## src/rtl/mc_pkg.sv

```systemverilog
// mc_pkg: shared types and constants for the multi-cycle MIPS main controller.
//   statetype  - 4-bit FSM state encoding (FETCH..HALT, encoding 15 unused)
//   OP_*       - opcode field values (instr[31:26])
//   FUNCT_JR   - funct value that turns an R-type into jr
//   ALUOP_*    - 4-bit aluop codes understood by aludec
//   ctrl_t     - bundle of every control output driven by mc_outdec
//   op_is_legal- opcode support check used by the output decoder
package mc_pkg;

    typedef enum logic [3:0] {
        FETCH   = 4'd0,
        DECODE  = 4'd1,
        MEMADR  = 4'd2,
        MEMRD   = 4'd3,
        MEMWB   = 4'd4,
        MEMWR   = 4'd5,
        RTYPEEX = 4'd6,
        ALUWB   = 4'd7,
        BEQEX   = 4'd8,
        BNEEX   = 4'd9,
        IEXEC   = 4'd10,
        IWB     = 4'd11,
        JEX     = 4'd12,
        JREX    = 4'd13,
        HALT    = 4'd14
    } statetype;

    localparam logic [5:0] OP_RTYPE = 6'b000000;
    localparam logic [5:0] OP_J     = 6'b000010;
    localparam logic [5:0] OP_BEQ   = 6'b000100;
    localparam logic [5:0] OP_BNE   = 6'b000101;
    localparam logic [5:0] OP_ADDI  = 6'b001000;
    localparam logic [5:0] OP_ANDI  = 6'b001100;
    localparam logic [5:0] OP_ORI   = 6'b001101;
    localparam logic [5:0] OP_XORI  = 6'b001110;
    localparam logic [5:0] OP_LUI   = 6'b001111;
    localparam logic [5:0] OP_LW    = 6'b100011;
    localparam logic [5:0] OP_SW    = 6'b101011;

    localparam logic [5:0] FUNCT_JR = 6'b001000;

    localparam logic [3:0] ALUOP_ADD   = 4'b0000;
    localparam logic [3:0] ALUOP_SUB   = 4'b0001;
    localparam logic [3:0] ALUOP_RTYPE = 4'b0010;
    localparam logic [3:0] ALUOP_LUI   = 4'b0011;
    localparam logic [3:0] ALUOP_OR    = 4'b0100;
    localparam logic [3:0] ALUOP_AND   = 4'b0101;
    localparam logic [3:0] ALUOP_XOR   = 4'b0111;
    localparam logic [3:0] ALUOP_JR    = 4'b1000;

    typedef struct packed {
        logic       pcen;
        logic       iord;
        logic       memwrite;
        logic       irwrite;
        logic       regwrite;
        logic       regdst;
        logic       memtoreg;
        logic       alusrca;
        logic [1:0] alusrcb;
        logic       immzext;
        logic [1:0] pcsrc;
        logic [3:0] aluop;
        logic       illegal;
    } ctrl_t;

    localparam ctrl_t CTRL_NONE = 18'b0;

    // Every R-type funct is accepted (jr or ALU op), so legality is opcode-only.
    function automatic logic op_is_legal(input logic [5:0] op);
        logic legal;
        case (op)
            OP_RTYPE, OP_J, OP_BEQ, OP_BNE, OP_ADDI, OP_ANDI,
            OP_ORI, OP_XORI, OP_LUI, OP_LW, OP_SW: legal = 1'b1;
            default:                                legal = 1'b0;
        endcase
        return legal;
    endfunction

endpackage

```

## src/rtl/mc_ctrl_if.sv

```systemverilog
// mc_ctrl_if: bundle between the main controller and the datapath.
//   Datapath -> controller: op, funct, zero (and mem_ready when
//   MC_CTRL_MEMREADY_EN is defined).
//   Controller -> datapath: write enables, mux selects, aluop, illegal.
//   master modport = controller side, slave modport = datapath side.
interface mc_ctrl_if;
    import mc_pkg::*;

    logic [5:0] op;
    logic [5:0] funct;
    logic       zero;
`ifdef MC_CTRL_MEMREADY_EN
    logic       mem_ready;
`endif
    logic       pcen;
    logic       iord;
    logic       memwrite;
    logic       irwrite;
    logic       regwrite;
    logic       regdst;
    logic       memtoreg;
    logic       alusrca;
    logic [1:0] alusrcb;
    logic       immzext;
    logic [1:0] pcsrc;
    logic [3:0] aluop;
    logic       illegal;

`ifdef MC_CTRL_MEMREADY_EN
    modport master (
        input  op, funct, zero, mem_ready,
        output pcen, iord, memwrite, irwrite, regwrite, regdst, memtoreg,
               alusrca, alusrcb, immzext, pcsrc, aluop, illegal
    );
    modport slave (
        output op, funct, zero, mem_ready,
        input  pcen, iord, memwrite, irwrite, regwrite, regdst, memtoreg,
               alusrca, alusrcb, immzext, pcsrc, aluop, illegal
    );
`else
    modport master (
        input  op, funct, zero,
        output pcen, iord, memwrite, irwrite, regwrite, regdst, memtoreg,
               alusrca, alusrcb, immzext, pcsrc, aluop, illegal
    );
    modport slave (
        output op, funct, zero,
        input  pcen, iord, memwrite, irwrite, regwrite, regdst, memtoreg,
               alusrca, alusrcb, immzext, pcsrc, aluop, illegal
    );
`endif

endinterface

```

## src/rtl/mc_outdec.sv

```systemverilog
// mc_outdec: combinational control-output decoder for the main FSM.
//   state     - current FSM state
//   op        - opcode from IR (selects aluop/immzext in IEXEC, illegal in DECODE)
//   zero      - ALU zero flag (branch pcen)
//   mem_ready - memory handshake, only with MC_CTRL_MEMREADY_EN
//   ctrl      - all control outputs (Moore, except pcen on zero and IEXEC on op)
module mc_outdec
    import mc_pkg::*;
(
    input  statetype   state,
    input  logic [5:0] op,
    input  logic       zero,
`ifdef MC_CTRL_MEMREADY_EN
    input  logic       mem_ready,
`endif
    output ctrl_t      ctrl
);

    logic mem_go_s;

`ifdef MC_CTRL_MEMREADY_EN
    assign mem_go_s = mem_ready;
`else
    assign mem_go_s = 1'b1;
`endif

    // Per-state decode of control outputs; anything not set stays 0.
    always_comb begin
        ctrl = CTRL_NONE;
        case (state)
            FETCH: begin
                ctrl.alusrcb = 2'b01;
                ctrl.aluop   = ALUOP_ADD;
                ctrl.irwrite = mem_go_s;
                ctrl.pcen    = mem_go_s;
            end
            DECODE: begin
                // ALU precomputes the branch target into ALUOut
                ctrl.alusrcb = 2'b11;
                ctrl.aluop   = ALUOP_ADD;
                ctrl.illegal = ~op_is_legal(op);
            end
            MEMADR: begin
                ctrl.alusrca = 1'b1;
                ctrl.alusrcb = 2'b10;
                ctrl.aluop   = ALUOP_ADD;
            end
            MEMRD: begin
                ctrl.iord = 1'b1;
            end
            MEMWB: begin
                ctrl.memtoreg = 1'b1;
                ctrl.regwrite = 1'b1;
            end
            MEMWR: begin
                ctrl.iord     = 1'b1;
                ctrl.memwrite = mem_go_s;
            end
            RTYPEEX: begin
                ctrl.alusrca = 1'b1;
                ctrl.alusrcb = 2'b00;
                ctrl.aluop   = ALUOP_RTYPE;
            end
            ALUWB: begin
                ctrl.regdst   = 1'b1;
                ctrl.regwrite = 1'b1;
            end
            BEQEX: begin
                ctrl.alusrca = 1'b1;
                ctrl.aluop   = ALUOP_SUB;
                ctrl.pcsrc   = 2'b01;
                ctrl.pcen    = zero;
            end
            BNEEX: begin
                ctrl.alusrca = 1'b1;
                ctrl.aluop   = ALUOP_SUB;
                ctrl.pcsrc   = 2'b01;
                ctrl.pcen    = ~zero;
            end
            IEXEC: begin
                ctrl.alusrca = 1'b1;
                ctrl.alusrcb = 2'b10;
                case (op)
                    OP_ANDI: begin
                        ctrl.aluop   = ALUOP_AND;
                        ctrl.immzext = 1'b1;
                    end
                    OP_ORI: begin
                        ctrl.aluop   = ALUOP_OR;
                        ctrl.immzext = 1'b1;
                    end
                    OP_XORI: begin
                        ctrl.aluop   = ALUOP_XOR;
                        ctrl.immzext = 1'b1;
                    end
                    OP_LUI: begin
                        ctrl.aluop   = ALUOP_LUI;
                    end
                    default: begin
                        ctrl.aluop   = ALUOP_ADD;
                    end
                endcase
            end
            IWB: begin
                ctrl.regwrite = 1'b1;
            end
            JEX: begin
                ctrl.pcsrc = 2'b10;
                ctrl.pcen  = 1'b1;
            end
            JREX: begin
                ctrl.aluop = ALUOP_JR;
                ctrl.pcsrc = 2'b11;
                ctrl.pcen  = 1'b1;
            end
            HALT: begin
                ctrl = CTRL_NONE;
            end
            default: begin
                // unused encodings: everything off until FETCH
                ctrl = CTRL_NONE;
            end
        endcase
    end

endmodule

```

## src/rtl/mc_ctrl.sv

```systemverilog
// mc_ctrl: main control FSM of the multi-cycle MIPS core.
//   clk   - rising-edge clock
//   reset - asynchronous active-low reset (0 = reset)
//   bus   - mc_ctrl_if.master: op/funct/zero in, control outputs out
// Parameter NONE_ALLOWED_ILLEGAL: 1 = illegal opcode parks in HALT until
// reset, 0 = illegal opcode is skipped back to FETCH.
// Optional macro MC_CTRL_MEMREADY_EN: FETCH/MEMRD/MEMWR wait for
// bus.mem_ready before advancing; without it memory is single-cycle.
module mc_ctrl
    import mc_pkg::*;
#(
    parameter bit NONE_ALLOWED_ILLEGAL = 1'b0
)
(
    input  logic       clk,
    input  logic       reset,
    mc_ctrl_if.master  bus
);

    statetype state_r;
    statetype state_next_s;
    ctrl_t    dec_s;
    logic     mem_go_s;

`ifdef MC_CTRL_MEMREADY_EN
    assign mem_go_s = bus.mem_ready;
`else
    assign mem_go_s = 1'b1;
`endif

    // State register, asynchronously returned to FETCH by reset.
    always_ff @(posedge clk or negedge reset) begin
        if (!reset) begin
            state_r <= FETCH;
        end else begin
            state_r <= state_next_s;
        end
    end

    // Next-state logic.
    always_comb begin
        state_next_s = FETCH;
        case (state_r)
            FETCH: begin
                state_next_s = mem_go_s ? DECODE : FETCH;
            end
            DECODE: begin
                case (bus.op)
                    OP_LW, OP_SW: state_next_s = MEMADR;
                    OP_RTYPE: begin
                        if (bus.funct == FUNCT_JR) begin
                            state_next_s = JREX;
                        end else begin
                            state_next_s = RTYPEEX;
                        end
                    end
                    OP_BEQ:  state_next_s = BEQEX;
                    OP_BNE:  state_next_s = BNEEX;
                    OP_ADDI, OP_ANDI, OP_ORI, OP_XORI, OP_LUI:
                             state_next_s = IEXEC;
                    OP_J:    state_next_s = JEX;
                    default: state_next_s = NONE_ALLOWED_ILLEGAL ? HALT : FETCH;
                endcase
            end
            MEMADR:  state_next_s = (bus.op == OP_LW) ? MEMRD : MEMWR;
            MEMRD:   state_next_s = mem_go_s ? MEMWB : MEMRD;
            MEMWB:   state_next_s = FETCH;
            MEMWR:   state_next_s = mem_go_s ? FETCH : MEMWR;
            RTYPEEX: state_next_s = ALUWB;
            ALUWB:   state_next_s = FETCH;
            BEQEX:   state_next_s = FETCH;
            BNEEX:   state_next_s = FETCH;
            IEXEC:   state_next_s = IWB;
            IWB:     state_next_s = FETCH;
            JEX:     state_next_s = FETCH;
            JREX:    state_next_s = FETCH;
            HALT:    state_next_s = HALT;
            default: state_next_s = FETCH;
        endcase
    end

    mc_outdec u_outdec (
        .state     (state_r),
        .op        (bus.op),
        .zero      (bus.zero),
`ifdef MC_CTRL_MEMREADY_EN
        .mem_ready (bus.mem_ready),
`endif
        .ctrl      (dec_s)
    );

    // Enables are gated by reset directly so they drop the instant reset
    // asserts, without waiting for the state register to settle.
    assign bus.pcen     = dec_s.pcen     & reset;
    assign bus.irwrite  = dec_s.irwrite  & reset;
    assign bus.memwrite = dec_s.memwrite & reset;
    assign bus.regwrite = dec_s.regwrite & reset;
    assign bus.illegal  = dec_s.illegal  & reset;
    assign bus.iord     = dec_s.iord;
    assign bus.regdst   = dec_s.regdst;
    assign bus.memtoreg = dec_s.memtoreg;
    assign bus.alusrca  = dec_s.alusrca;
    assign bus.alusrcb  = dec_s.alusrcb;
    assign bus.immzext  = dec_s.immzext;
    assign bus.pcsrc    = dec_s.pcsrc;
    assign bus.aluop    = dec_s.aluop;

endmodule

```

## src/flat_wrapper.sv

```systemverilog
// flat-port wrapper written by rule: the top's interface ports become plain ports
module mc_ctrl_flat import mc_pkg::*;
#(
    parameter bit NONE_ALLOWED_ILLEGAL = 1'b0
)
  (clk, reset, bus_op, bus_funct, bus_zero, bus_pcen, bus_iord, bus_memwrite, bus_irwrite, bus_regwrite, bus_regdst, bus_memtoreg, bus_alusrca, bus_alusrcb, bus_immzext, bus_pcsrc, bus_aluop, bus_illegal);
  mc_ctrl_if bus_i ();
  input  logic clk;
  input  logic reset;
  input wire logic [$bits(bus_i.op)-1:0] bus_op;
  input wire logic [$bits(bus_i.funct)-1:0] bus_funct;
  input wire logic [$bits(bus_i.zero)-1:0] bus_zero;
  output wire logic [$bits(bus_i.pcen)-1:0] bus_pcen;
  output wire logic [$bits(bus_i.iord)-1:0] bus_iord;
  output wire logic [$bits(bus_i.memwrite)-1:0] bus_memwrite;
  output wire logic [$bits(bus_i.irwrite)-1:0] bus_irwrite;
  output wire logic [$bits(bus_i.regwrite)-1:0] bus_regwrite;
  output wire logic [$bits(bus_i.regdst)-1:0] bus_regdst;
  output wire logic [$bits(bus_i.memtoreg)-1:0] bus_memtoreg;
  output wire logic [$bits(bus_i.alusrca)-1:0] bus_alusrca;
  output wire logic [$bits(bus_i.alusrcb)-1:0] bus_alusrcb;
  output wire logic [$bits(bus_i.immzext)-1:0] bus_immzext;
  output wire logic [$bits(bus_i.pcsrc)-1:0] bus_pcsrc;
  output wire logic [$bits(bus_i.aluop)-1:0] bus_aluop;
  output wire logic [$bits(bus_i.illegal)-1:0] bus_illegal;
  assign bus_i.op = bus_op;
  assign bus_i.funct = bus_funct;
  assign bus_i.zero = bus_zero;
  assign bus_pcen = bus_i.pcen;
  assign bus_iord = bus_i.iord;
  assign bus_memwrite = bus_i.memwrite;
  assign bus_irwrite = bus_i.irwrite;
  assign bus_regwrite = bus_i.regwrite;
  assign bus_regdst = bus_i.regdst;
  assign bus_memtoreg = bus_i.memtoreg;
  assign bus_alusrca = bus_i.alusrca;
  assign bus_alusrcb = bus_i.alusrcb;
  assign bus_immzext = bus_i.immzext;
  assign bus_pcsrc = bus_i.pcsrc;
  assign bus_aluop = bus_i.aluop;
  assign bus_illegal = bus_i.illegal;
  mc_ctrl #(.NONE_ALLOWED_ILLEGAL(NONE_ALLOWED_ILLEGAL)) u_core (.clk(clk), .reset(reset), .bus(bus_i));
endmodule
```

## config.mk

```make
export PLATFORM = sky130hd
export DESIGN_NAME = mc_ctrl_flat
export DESIGN_NICKNAME = d
export VERILOG_FILES = /design/src/rtl/mc_pkg.sv /design/src/rtl/mc_ctrl_if.sv /design/src/rtl/mc_outdec.sv /design/src/rtl/mc_ctrl.sv /design/src/flat_wrapper.sv
export SDC_FILE = /design/constraint.sdc
export NUM_CORES = 1
export LEC_CHECK = 0
export CAP_MARGIN = 0
export CORE_MARGIN = 2
export CORE_UTILIZATION = 40
export DETAILED_ROUTE_END_ITERATION = 6
export PLACE_DENSITY = 0.83
export SETUP_SLACK_MARGIN = 0.5
export SYNTH_ARGS = -nofsm -noshare
export SYNTH_HDL_FRONTEND = slang
export SYNTH_SLANG_ARGS = --single-unit
```

## constraint.sdc

```tcl
create_clock -name clk -period 2.6 [get_ports clk]
set_input_delay 0.52 -clock clk [delete_from_list [all_inputs] [get_ports clk]]
set_output_delay 0.52 -clock clk [all_outputs]
set_load 0.03 [all_outputs]
```

Word-level counts from Yosys, hierarchy flattened. Cells that the tools add are included.

Register bits: 4. Latch bits: 0. RAM bits: 0. Memory bits (read-only): 0. Logic and storage cells: 66. Memories kept: 0.

$add $sub $neg: 0. $mul: 0. Div/mod/pow operators: 0. $lt $le $gt $ge: 0. Eq/ne operators: 25. Shift operators: 0. Muxes and demuxes: 21. Bitwise operators: 7. Reductions and logical operators: 12.

Operators with widths (number): equality test 6 x 4 -> 1 bit (second input constant) (6); equality test 4 bit (second input constant) (7); case mux 4 bit (7 select lines) (1); case mux 4 bit (6 select lines) (1); equality test 4 x 3 -> 1 bit (second input constant) (4); case mux 4 bit (4 select lines) (1); equality test 6 x 3 -> 1 bit (second input constant) (2); equality test 6 bit (second input constant) (2); two-way mux 1 bit (12); case mux 2 bit (3 select lines) (2); case mux 3 bit (4 select lines) (1); OR reduction 11 bit (1); OR reduction 5 bit (2); OR reduction 3 bit (3); equality test 4 x 2 -> 1 bit (second input constant) (2); OR reduction 2 bit (4); equality test 6 x 2 -> 1 bit (second input constant) (1); zero test 6 bit (1); AND 1 bit (5); equality test 4 x 1 -> 1 bit (second input constant) (1); zero test 4 bit (1); two-way mux 4 bit (1); two-way mux 3 bit (1); case mux 1 bit (3 select lines) (1); inverter 1 bit (2).

Longest topological paths before layout. Gate-level depths: netlist of run 1.

Depth after elaboration: 7. Mapped depth: 5. Gate-level depth less buffers: 4.

By module. Synthesis of run 1 repeated with hierarchy kept, for this count alone.

Cell total of the unflattened synthesis: 94. Area total of the unflattened synthesis: 725.7 µm².

By module, submodules not included: mc_ctrl (times used 1, cells an instance 45, area each 386.6 µm², sequential area each 100.1 µm²); mc_outdec (times used 1, cells an instance 49, area each 339.1 µm², sequential area each 0.0 µm²).

Least setup slack after synthesis of run 1. Ideal clock, no wire load.

Path type: register -> output. Start point: register u_core.state_r[2]. End point: output port bus_regwrite. Data arrival time: 1795 ps. Slack: 285 ps. Cell stages (with the launch flop): 5. Buffers on the path: 1. Path through: dfrtp_1 > buf_2 > nand2b_1 > nor3_1 > o21a_1.

Word-level cells in the longest chain between the ends: 4.

Ends and longest elaborated chain: start: declaration (RTL line mc_ctrl.sv:20) `statetype state_r;`; start signal: assignment (RTL line mc_ctrl.sv:36) `state_r <= state_next_s;`; equality test 4 bit or equality test 4 x 3 -> 1 bit (tied branches) (RTL line mc_outdec.sv:30) `case (state)`; OR reduction 3 bit (no source line) (*); two-way mux 1 bit (*) (RTL line mc_outdec.sv:30); AND 1 bit (*) (RTL line mc_ctrl.sv:97) `assign bus.regwrite = dec_s.regwrite & reset;`; end: declaration (RTL line flat_wrapper.sv:17) `output wire logic [$bits(bus_i.regwrite)-1:0] bus_regwrite;`.

Mark *: on every way between the ends. The rest lies on a longest branch, timed or not.

Final worst setup path of run 1.
Start point: input port bus_op[4]. End point: output port bus_illegal.

Word-level cells in the longest chain between the ends: 7.

Ends and longest elaborated chain: start: declaration (RTL line flat_wrapper.sv:10) `input wire logic [$bits(bus_i.op)-1:0] bus_op;`; equality test 6 bit (tied with other cells) (RTL line mc_pkg.sv:72) `case (op)`; OR reduction 11 bit (*) (RTL line mc_pkg.sv:72); two-way mux 1 bit (*) (RTL line mc_pkg.sv:72); two-way mux 1 bit (*) (RTL line mc_outdec.sv:30); inverter 1 bit (*) (RTL line mc_outdec.sv:41) `ctrl.illegal = ~op_is_legal(op);`; two-way mux 1 bit (*) (RTL line mc_outdec.sv:30); AND 1 bit (*) (RTL line mc_ctrl.sv:98) `assign bus.illegal = dec_s.illegal & reset;`; end: declaration (RTL line flat_wrapper.sv:25) `output wire logic [$bits(bus_i.illegal)-1:0] bus_illegal;`.

Mark *: on every way between the ends. The rest lies on a longest branch, timed or not. The select of a mux whose other input is x is not followed.

==> results of run 1 <==
==> Yosys cell counts (all sizes together) <==
cell,n
clkbuf,3
a21oi,8
and2,1
a221o,1
nand2b,4
xnor2,1
and3,1
nor2,7
a22o,1
nand3,3
a21o,2
o21bai,1
inv,5
or3,1
nand3b,1
nand2,5
o31ai,1
nor2b,4
o22ai,4
or4b,1
nor3,8
o21ai,5
or4,1
nor4,4
buf,4
o21a,2
dfrtp,4
nor4b,1
a311oi,1
a2bb2oi,1
and4,1
==> per-stage QoR <==
stage | setup slack (ns) | std cells
final | 0.414 | 147
after floorplan | 0.463 | 87
after CTS | 0.323 | 142
after global placement | 0.136 | 136
after detailed placement | 0.0587 | 136
after global routing | 0.328 | 147
==> timing repair <==
action	in CTS	in global routing
setup buffers	3	5
gates resized for setup	32	23
setup endpoints to repair	18	14
pin swaps	6	5
gates cloned	0	0
==> cells by family (layout without fill, tap and decap cells) <==
group / count (synthesis) / count (layout)
and+or+nand+nor: 43 / 43
AOI/OAI and AO/OA: 27 / 27
buffers and inverters: 12 / 57
DFF: 4 / 4
xor gates and xnor gates: 1 / 1
==> final timing paths <==
kind,from,endpoint,slack (ns)
max in group asynchronous,reset,u_core.state_r[2]$_DFF_PN0_,2.14
min,reset,u_core.state_r[3]$_DFF_PN0_,0.34
max reg2reg,u_core.state_r[2]$_DFF_PN0_,u_core.state_r[0]$_DFF_PN0_,1.00
max,bus_op[4],bus_illegal,0.41
min reg2reg,u_core.state_r[1]$_DFF_PN0_,u_core.state_r[0]$_DFF_PN0_,0.73
min in group clk,u_core.state_r[1]$_DFF_PN0_,u_core.state_r[0]$_DFF_PN0_,0.73
==> cell type report <==
cell class              instances  area [sq um]  area share
multi-input cells              71           539       0.487
well taps                      15          18.8      0.0169
flip-flops and latches          4           103      0.0927
inverters                       5          18.8      0.0169
clock buffers                   3          22.5      0.0203
repair buffers                 49           405       0.366
==> where the power goes <==
part	switching, mW	internal, mW	leakage [nW]
Clock	0.0318	0.0521	0.0138
Combinational	0.272	0.188	0.425
Sequential	0.0190	0.0763	0.0498
==> routing by layer <==
layer	up-vias	wire, um	track usage
li1	410	-	-
met1	421	915	0.276
met2	59	1260	0.468
met3	14	144	0.0647
met4	0	126	0.181
met5	-	0	0
==> worst register-to-register path, delay by kind of cell (launching register included) <==
kind                   cells  cell delay, ns
flip-flops                 1            0.41
AO/OA/AOI/OAI              1            0.18
AND/OR/NAND/NOR            3            0.64
buffers and inverters      2            0.27
==> flow_summary.toml, run 1 <==
[critical_path]
critPathKind = "in2out"
slowest_delay_ns = 0.28
crit_arrival_ns = 1.67
worst_path_max_delay_cell = "dlygate4sd2_1"
reg2reg_depth = 6
crit_path_end_kind = "primary output"
cp.depth = 7
critPathBufInv = 3
cp_max_fo = 5
cp_top_family = "buffers and inverters"
crit_top_cell = "buf_4"
worstPathCellList = "dlygate4sd2_1 > buf_4 > nor4_2 > nand2_1 > nand3_1 > nor3_2 > buf_4"
start_kind = "input port"
required_ns = 2.08

[clocking]
clock_path_buffers = 2
htreeDepth = 1
cts_tree = "done"
clkTransAtPathRegs_ns = 0.04
holdBufCountCts = 0
clk_latency_ns = 0.25
cts_sinks = 4
cts_inserted_buffers = 3
root_buffer = "clkbuf_4"

[finish]
largest_registers = "u_core.state_r: 4 flops"
design_area_sq_um = 1110
antennaDiodeCount = 0
area_delta_synth_final_pct = 88.3
largest_register_ffs = 4
final_common_cell = "buf_4"
regMostFlops = "u_core.state_r"
nFillCells = 95
drive_above_1_share = 0.424
layout_common_cells = "buf_4, dlygate4sd2_1, clkdlybuf4s50_1, a21oi_1"
fin_util = 0.830
nets = 149

[detailed_routing]
viasPerCell = 6.15
drt_wl_total_mm = 2.45
num_vias = 904
drc = 0
detail_route.wl_per_cell_um = 16.6
drt_iter0_drc = 35
ant_nets = 0
first_pass_iters = 5

[timing]
setup_viol = 0
hold_slack_ns = 0.343
timing.slew.headroom = 0.770
min_period_over_period = 0.841
hold_viol_final = 0
grt_setup_unrepaired = "yes"
period_needed_ns = 2.19
slew_violations = 0
worst_pin_slew_ns = 0.345
fin_worst_skew_ns = 0.00698
fmax_mhz = 457
fin_tns_setup_ns = 0

[global_routing]
grt_pass1_wl_mm = 3.65
grt_max_degree = 15
antenna_found_initial = 0
grt_pass1_vias = 824
grt_overflow = 0
grt_usage = 0.267

[floorplanning]
fp.dieW_um = 42.3
rows = 13
pin_count = 33
coreArea_sq_um = 1330
design.die.area_sq_um = 1790
die_height_um = 42.3
start_util = 0.441

[yosys]
synth_xor_area_frac = 0.0149
syn_avg_cell_area_sq_um = 6.76
synth_compound_gate_area_share = 0.291
synth_mux_area_frac = 0
syn_area_sq_um = 588
synth_top_family_by_area = "simple AND/OR/NAND/NOR gates"
synth_top_area_frac = 0.170
synth_cells = 87
ys_ff_latch = 4
syn_nets = 102
yosys.area_share.simple = 0.438
yosys.cell_types.count = 34
ys_seq_area_frac = 0.170
yosys_warnings = 0
synth_area_leaders = "dfrtp_1, a21oi_1, nor3_1, nor2_1, nand2b_1"
synth_area_leader_cell = "dfrtp_1"
synth_adder_area_share = 0

[pwr]
p_leak_nw = 0.488
p_per_area_nw_per_um2 = 577
peakVddDrop_mv = 0.387
p_total_mw = 0.639

[placed_design]
dpl.hpwl_mm = 1.57
io_buffers = 32
post_dp_cell_area_sq_um = 971
gp_congestion = 0.843

[job]
maxCapViolations = 0

[worst_hold_path]
hold_path.class = "in2async"

[run_status]
outcome = "completed"
(Power assumes the default switching activity.)
==> run 2: changes to the inputs <==
CORE_UTILIZATION = 37   (was 40)
PLACE_DENSITY = 0.78   (was 0.83)
clock period = 2.03 ns   (was 2.6 ns; I/O delays follow)
==> run 2 against run 1 <==
  * The run now fails in 4_1_cts
  * Area after synthesis unchanged
  * Synthesized cell count unchanged
==> flow_summary.toml, run 2 <==
[run_status]
outcome = "did not finish"
haltStage = "4_1_cts"
firstError = "[ERROR DPL-0038] Utilization greater than 100%, impossible to legalize"

[clocking]
root_buffer = "clkbuf_4"
holdBufCountCts = 0
htreeDepth = 1
cts_inserted_buffers = 3
postCtsSetupRepairBufs = 21
ctsResizeCount = 75
clock_path_buffers = 2
cts_sinks = 4

[yosys]
yosys.cell_types.count = 34
synth_area_leader_cell = "dfrtp_1"
synthFlopType = "dfrtp_1"
yosys_warnings = 0
syn_nets = 102
synthArstFlopShare = 1.00
ys_seq_area_frac = 0.170
syn_avg_cell_area_sq_um = 6.76
synthTopCellsByCount = "a21oi_1, nor2_1, nor3_1, inv_1, nand2_1"
ys_ff_latch = 4
synth_top_area_frac = 0.170
synthMostInstantiatedCell = "a21oi_1"
synth_area_leaders = "dfrtp_1, a21oi_1, nor3_1, nor2_1, nand2b_1"
syn_area_sq_um = 588
synth-edff-count = 0
synth_cells = 87

[placed_design]
dpl.hpwl_mm = 1.82
io_buffers = 32
gp_congestion = 0.803

[floorplanning]
die_height_um = 43.9
start_util = 0.390
pin_count = 33
fp.dieW_um = 43.9
rows = 14
==> run 2: through the flow <==
step | instance area [sq um] | instances | hold WS [ns] | setup WS (ns)
detailed placement | 1220 | 150 | 0.717 | -0.212
floorplan | 820 | 87 | 0.110 | 0.333
global placement | 1220 | 150 | 0.730 | -0.168
==> run 2: cells by family after synthesis <==
| kind of cell | after synthesis | synth area share |
|---|---|---|
| flops | 4 | 0.170 |
| simple gates | 43 | 0.438 |
| buf+inv | 12 | 0.0851 |
| compound gates | 27 | 0.291 |
| xor+xnor | 1 | 0.0149 |
==> run 3: changes to the inputs <==
CORE_AREA = 2 2 63 65   (was unset)
CORE_MARGIN = unset   (was 2)
CORE_UTILIZATION = unset   (was 37)
DIE_AREA = 0 0 65 67   (was unset)
PLACE_DENSITY = unset   (was 0.78)
PLACE_DENSITY_LB_ADDON = 0.15   (was unset)
SETUP_SLACK_MARGIN = unset   (was 0.5)
==> run 3 against run 2 <==
  * The run now ends clean
==> flow_summary.toml, run 3 (synthesis results as in run 1) <==
[pwr]
seq_power_share = 0.152
netSwitchingPower_mw = 0.388
clkPwrFrac = 0.185
internal-power_mw = 0.511
peakVddDrop_mv = 0.187
p_leak_nw = 0.563
p_comb_frac = 0.663
p_per_area_nw_per_um2 = 719
switching_share = 0.431

[critical_path]
crit_path_end_kind = "primary output"
crit_top_cell = "buf_4"
worst_path_max_delay_cell = "dfrtp_2"
cp_max_fo = 5
reg2reg_slack_ns = 0.57
r2r_start = "u_core.state_r[2]$_DFF_PN0_"
cp_top_family = "simple AND/OR/NAND/NOR gates"
rr_endpoint = "u_core.state_r[0]$_DFF_PN0_"
reg2reg_depth = 4
start_kind = "flop"
worstPathCellList = "buf_4 > nor2b_2 > and3_1 > nand3_2 > o22ai_1 > buf_4"
required_ns = 1.62
crit_arrival_ns = 1.60
critPathKind = "reg2out"
slowest_delay_ns = 0.40
critPathBufInv = 2

[clocking]
cts_tree = "done"
htreeDepth = 1
cts_inserted_buffers = 3
clk_latency_ns = 0.21
cts_sinks = 4
clock_path_buffers = 2
clkTransAtPathRegs_ns = 0.03
root_buffer = "clkbuf_8"

[timing]
fmax_mhz = 498
slew_violations = 0
grt_setup_unrepaired = "yes"
setup_ws_ns = 0.0217
min_period_over_period = 0.989
worst_pin_slew_ns = 0.325
hold_viol_final = 0
setup_viol = 0
timing.slew.headroom = 0.783
fin_worst_skew_ns = 0.00152
period_needed_ns = 2.01
hold_slack_ns = 0.617

[run_status]
outcome = "completed"

[finish]
layout_common_cells = "buf_4, dlygate4sd2_1, clkdlybuf4s50_1, nor2_1, a21oi_1"
nFillCells = 406
largest_register_ffs = 4
largest_registers = "u_core.state_r: 4 flops"
final_common_cell = "buf_4"
antennaDiodeCount = 0
fin_util = 0.347
drive_above_1_share = 0.424
design_area_sq_um = 1250
regMostFlops = "u_core.state_r"
area_delta_synth_final_pct = 113
fin_cells = 192
nets = 161

[global_routing]
grt_usage = 0.115
antenna_found_initial = 0
grt_overflow = 0
grt_pass1_vias = 801
grt_pass1_wl_mm = 3.77
grt_max_degree = 10

[detailed_routing]
drc = 0
detail_route.wl_per_cell_um = 12.7
drt_iter0_drc = 24
drt_wl_total_mm = 2.44
num_vias = 846
ant_nets = 0
first_pass_iters = 4
viasPerCell = 4.41

[worst_hold_path]
hold_path.class = "in2async"

[placed_design]
post_dp_cell_area_sq_um = 1100
dp_cells = 184
io_buffers = 32
dp_slack_ns = -0.238
dpl.hpwl_mm = 1.89
gp_congestion = 0.763

[floorplanning]
design.die.area_sq_um = 4360
coreArea_sq_um = 3610
pin_count = 33
fp.dieW_um = 65
start_util = 0.163
die_height_um = 67
rows = 22

[job]
maxCapViolations = 0
## run 3: how the worst max path moves through the flow
stage,startpoint,endpoint,depth (start not counted)
2_1_floorplan,u_core.state_r[1]$_DFF_PN0_,bus_memwrite,2
5_1_grt,u_core.state_r[3]$_DFF_PN0_,bus_illegal,5
6_report,u_core.state_r[1]$_DFF_PN0_,bus_aluop[1],6
3_5_place_dp,bus_op[4],bus_aluop[1],6
3_3_place_gp,bus_op[1],bus_illegal,6
4_1_cts,u_core.state_r[2]$_DFF_PN0_,bus_aluop[1],5
## run 3: what timing repair did
item | CTS | global route
buffers inserted | 1 | 4
gates resized for setup | 23 | 8
hold buffers | 0 | 0
cloned | 0 | 0
endpoints found under the setup margin | 11 | 10
pin swaps | 5 | 1
## run 3: power groups by stage
stage,sequential (mW),clock (mW),combinational [mW]
after floorplan,0.107,0,0.312
after global placement,0.139,0,0.546
after detailed placement,0.137,0,0.549
after CTS,0.139,0.173,0.571
after global routing,0.141,0.181,0.644
final,0.136,0.167,0.596
## run 3: per-stage QoR
step,TNS (ns),power [mW]
2_1_floorplan,-0.0121,0.419
3_3_place_gp,-0.881,0.685
3_5_place_dp,-1.01,0.686
4_1_cts,-0.0738,0.882
5_1_grt,-0.291,0.966
6_report,0,0.899
## run 3: final cells by class
type                    instances  area, sq um  area share
well taps                      48         60.1      0.0480
multi-input cells              71          507       0.405
inverters                       5         18.8      0.0150
clock buffers                   3         41.3      0.0330
flip-flops and latches          4          105      0.0841
repair buffers                 61          518       0.414
## run 3: routing by layer
metal  share of wire  global-route usage  vias to the layer above
met3           0.027              0.0101                        2
met2            0.51               0.188                       15
li1                -                   -                      434
met1            0.46               0.148                      395
met5               0                   0                        -
met4          0.0094              0.0612                        0
==> run 4: changes to the inputs <==
clock period = 2.3 ns   (was 2.03 ns; I/O delays follow)
==> run 4 against run 3 <==
  * Sequential cell count is the same
  * Sequential power is 4% lower
  * Clock-buffer cell count stayed put
  * Worst setup slack better by 0.048 ns
  * Die area unchanged
  * Critical path depth down 2
  * Power decreased by 23%
  * Clock power down 12%
  * Utilization decreased by 3.5 points
  * Combinational power down 30%
  * Sequential share of layout area rose by 0.71 points
  * Wire length decreased by 13%
==> flow_summary.toml, run 4 (synthesis results as in run 1) <==
[detailed_routing]
num_vias = 805
viasPerCell = 4.47
drc = 0
detail_route.wl_per_cell_um = 11.8
drt_iter0_drc = 34
drt_wl_total_mm = 2.13
ant_nets = 0
first_pass_iters = 4

[timing]
grt_setup_unrepaired = "no"
setup_viol = 0
timing.slew.headroom = 0.790
fin_tns_setup_ns = 0
fin_worst_skew_ns = 0.000599
min_period_over_period = 0.970
period_needed_ns = 2.23
worst_pin_slew_ns = 0.314
hold_viol_final = 0
fmax_mhz = 448
slew_violations = 0

[floorplanning]
design.die.area_sq_um = 4360
die_height_um = 67
rows = 22
coreArea_sq_um = 3610
fp.dieW_um = 65
start_util = 0.163
pin_count = 33

[clocking]
clkTransAtPathRegs_ns = 0.03
clk_latency_ns = 0.22
cts_tree = "done"
htreeDepth = 1
root_buffer = "clkbuf_8"
cts_sinks = 4
cts_inserted_buffers = 3
clock_path_buffers = 2

[critical_path]
start_kind = "flop"
crit_path_end_kind = "primary output"
required_ns = 1.84
worst_path_max_delay_cell = "clkdlybuf4s50_1"
crit_start = "u_core.state_r[2]$_DFF_PN0_"
r2r_start = "u_core.state_r[2]$_DFF_PN0_"
worstPathCellList = "buf_4 > xnor2_1 > nor2_1 > clkdlybuf4s50_1"
critPathKind = "reg2out"
reg2reg_slack_ns = 0.61
reg2reg_depth = 7
slowest_delay_ns = 0.69
rr_endpoint = "u_core.state_r[0]$_DFF_PN0_"
crit_end = "bus_iord"
cp_max_fo = 8
crit_arrival_ns = 1.77

[finish]
antennaDiodeCount = 0
layout_common_cells = "buf_4, clkdlybuf4s50_1, a21oi_1, nor3_1"
drive_above_1_share = 0.311
area_delta_synth_final_pct = 91.3
final_common_cell = "buf_4"
design_area_sq_um = 1120
regMostFlops = "u_core.state_r"
nets = 149
largest_registers = "u_core.state_r: 4 flops"
largest_register_ffs = 4

[pwr]
p_per_area_nw_per_um2 = 619
p_comb_frac = 0.602
netSwitchingPower_mw = 0.312
peakVddDrop_mv = 0.198
seq_power_share = 0.187
internal-power_mw = 0.384
p_leak_nw = 0.519
clkPwrFrac = 0.211
switching_share = 0.448

[global_routing]
grt_usage = 0.108
grt_pass1_vias = 830
grt_max_degree = 15
antenna_found_initial = 0
grt_pass1_wl_mm = 3.79
grt_overflow = 0

[placed_design]
gp_congestion = 0.769
io_buffers = 32
post_dp_cell_area_sq_um = 1020
dpl.hpwl_mm = 1.74

[run_status]
outcome = "completed"

[worst_hold_path]
hold_path.class = "in2async"

[job]
maxCapViolations = 0
run 4: cell types whose count changed in the layout (fill, tap and decap cells not counted), sizes merged:
| cell | before | now |
|---|---|---|
| dlymetal6s2s | 2 | 4 |
| buf | 42 | 27 |
| clkdlybuf4s50 | 8 | 14 |
| dlygate4sd2 | 9 | 4 |
run 4: metrics by stage:
stage                     total power, mW  cells  hold WS [ns]  utilization  setup slack, ns
after floorplan                     0.362     87         0.164            -           0.0448
after global placement              0.542    175         0.688        0.284          -0.0301
after detailed placement            0.544    175         0.677        0.284          -0.0451
after CTS                           0.695    178         0.462        0.299          0.00588
after global routing                0.749    180         0.465        0.312          0.00781
final                               0.696    180         0.460        0.312           0.0696
run 4: cell type report:
cell class | count | area, sq um
Fill cell | 404 | 2480
Multi-Input combinational cell | 71 | 474
Timing Repair Buffer | 49 | 428
Sequential cell | 4 | 103
Tap cell | 48 | 60.1
Clock buffer | 3 | 41.3
Inverter | 5 | 18.8
run 4: power groups by stage:
stage	logic (mW)	registers, mW	clock network, mW
global route	0.455	0.136	0.158
CTS	0.418	0.127	0.150
floorplan	0.268	0.0947	0
detailed placement	0.416	0.128	0
finish	0.419	0.130	0.147
global placement	0.415	0.127	0
run 4: per-layer routing:
layer / up-vias / share of wire / global-route usage
li1: 410 / - / -
met4: 0 / 0.0089 / 0.0399
met5: - / 0 / 0
met3: 2 / 0.036 / 0.0118
met2: 22 / 0.47 / 0.186
met1: 371 / 0.48 / 0.137
run 4: worst min path at each step:
stage          slack, ns                   startpoint  depth (start not counted)                     endpoint
2_1_floorplan       0.16                        reset                          0  u_core.state_r[0]$_DFF_PN0_
3_3_place_gp        0.69                        reset                          1  u_core.state_r[3]$_DFF_PN0_
3_5_place_dp        0.68  u_core.state_r[3]$_DFF_PN0_                          2  u_core.state_r[0]$_DFF_PN0_
4_1_cts             0.46                        reset                          1  u_core.state_r[1]$_DFF_PN0_
5_1_grt             0.46                        reset                          1  u_core.state_r[3]$_DFF_PN0_
6_report            0.46                        reset                          1  u_core.state_r[3]$_DFF_PN0_
run 4: repair_timing:
action	4_1_cts	5_1_grt
hold buffers	0	0
pin swaps	0	3
hold endpoints to repair	0	0
buffers inserted	0	2
resized for setup	8	10
endpoints found under the setup margin	5	11
run 4: worst max-delay path: cells and delay by family (launching register included):
family / cells / cell delay (ns)
buffers and inverters: 2 / 0.89
flip-flops: 1 / 0.43
XOR/XNOR: 1 / 0.12
AND/OR/NAND/NOR: 1 / 0.11
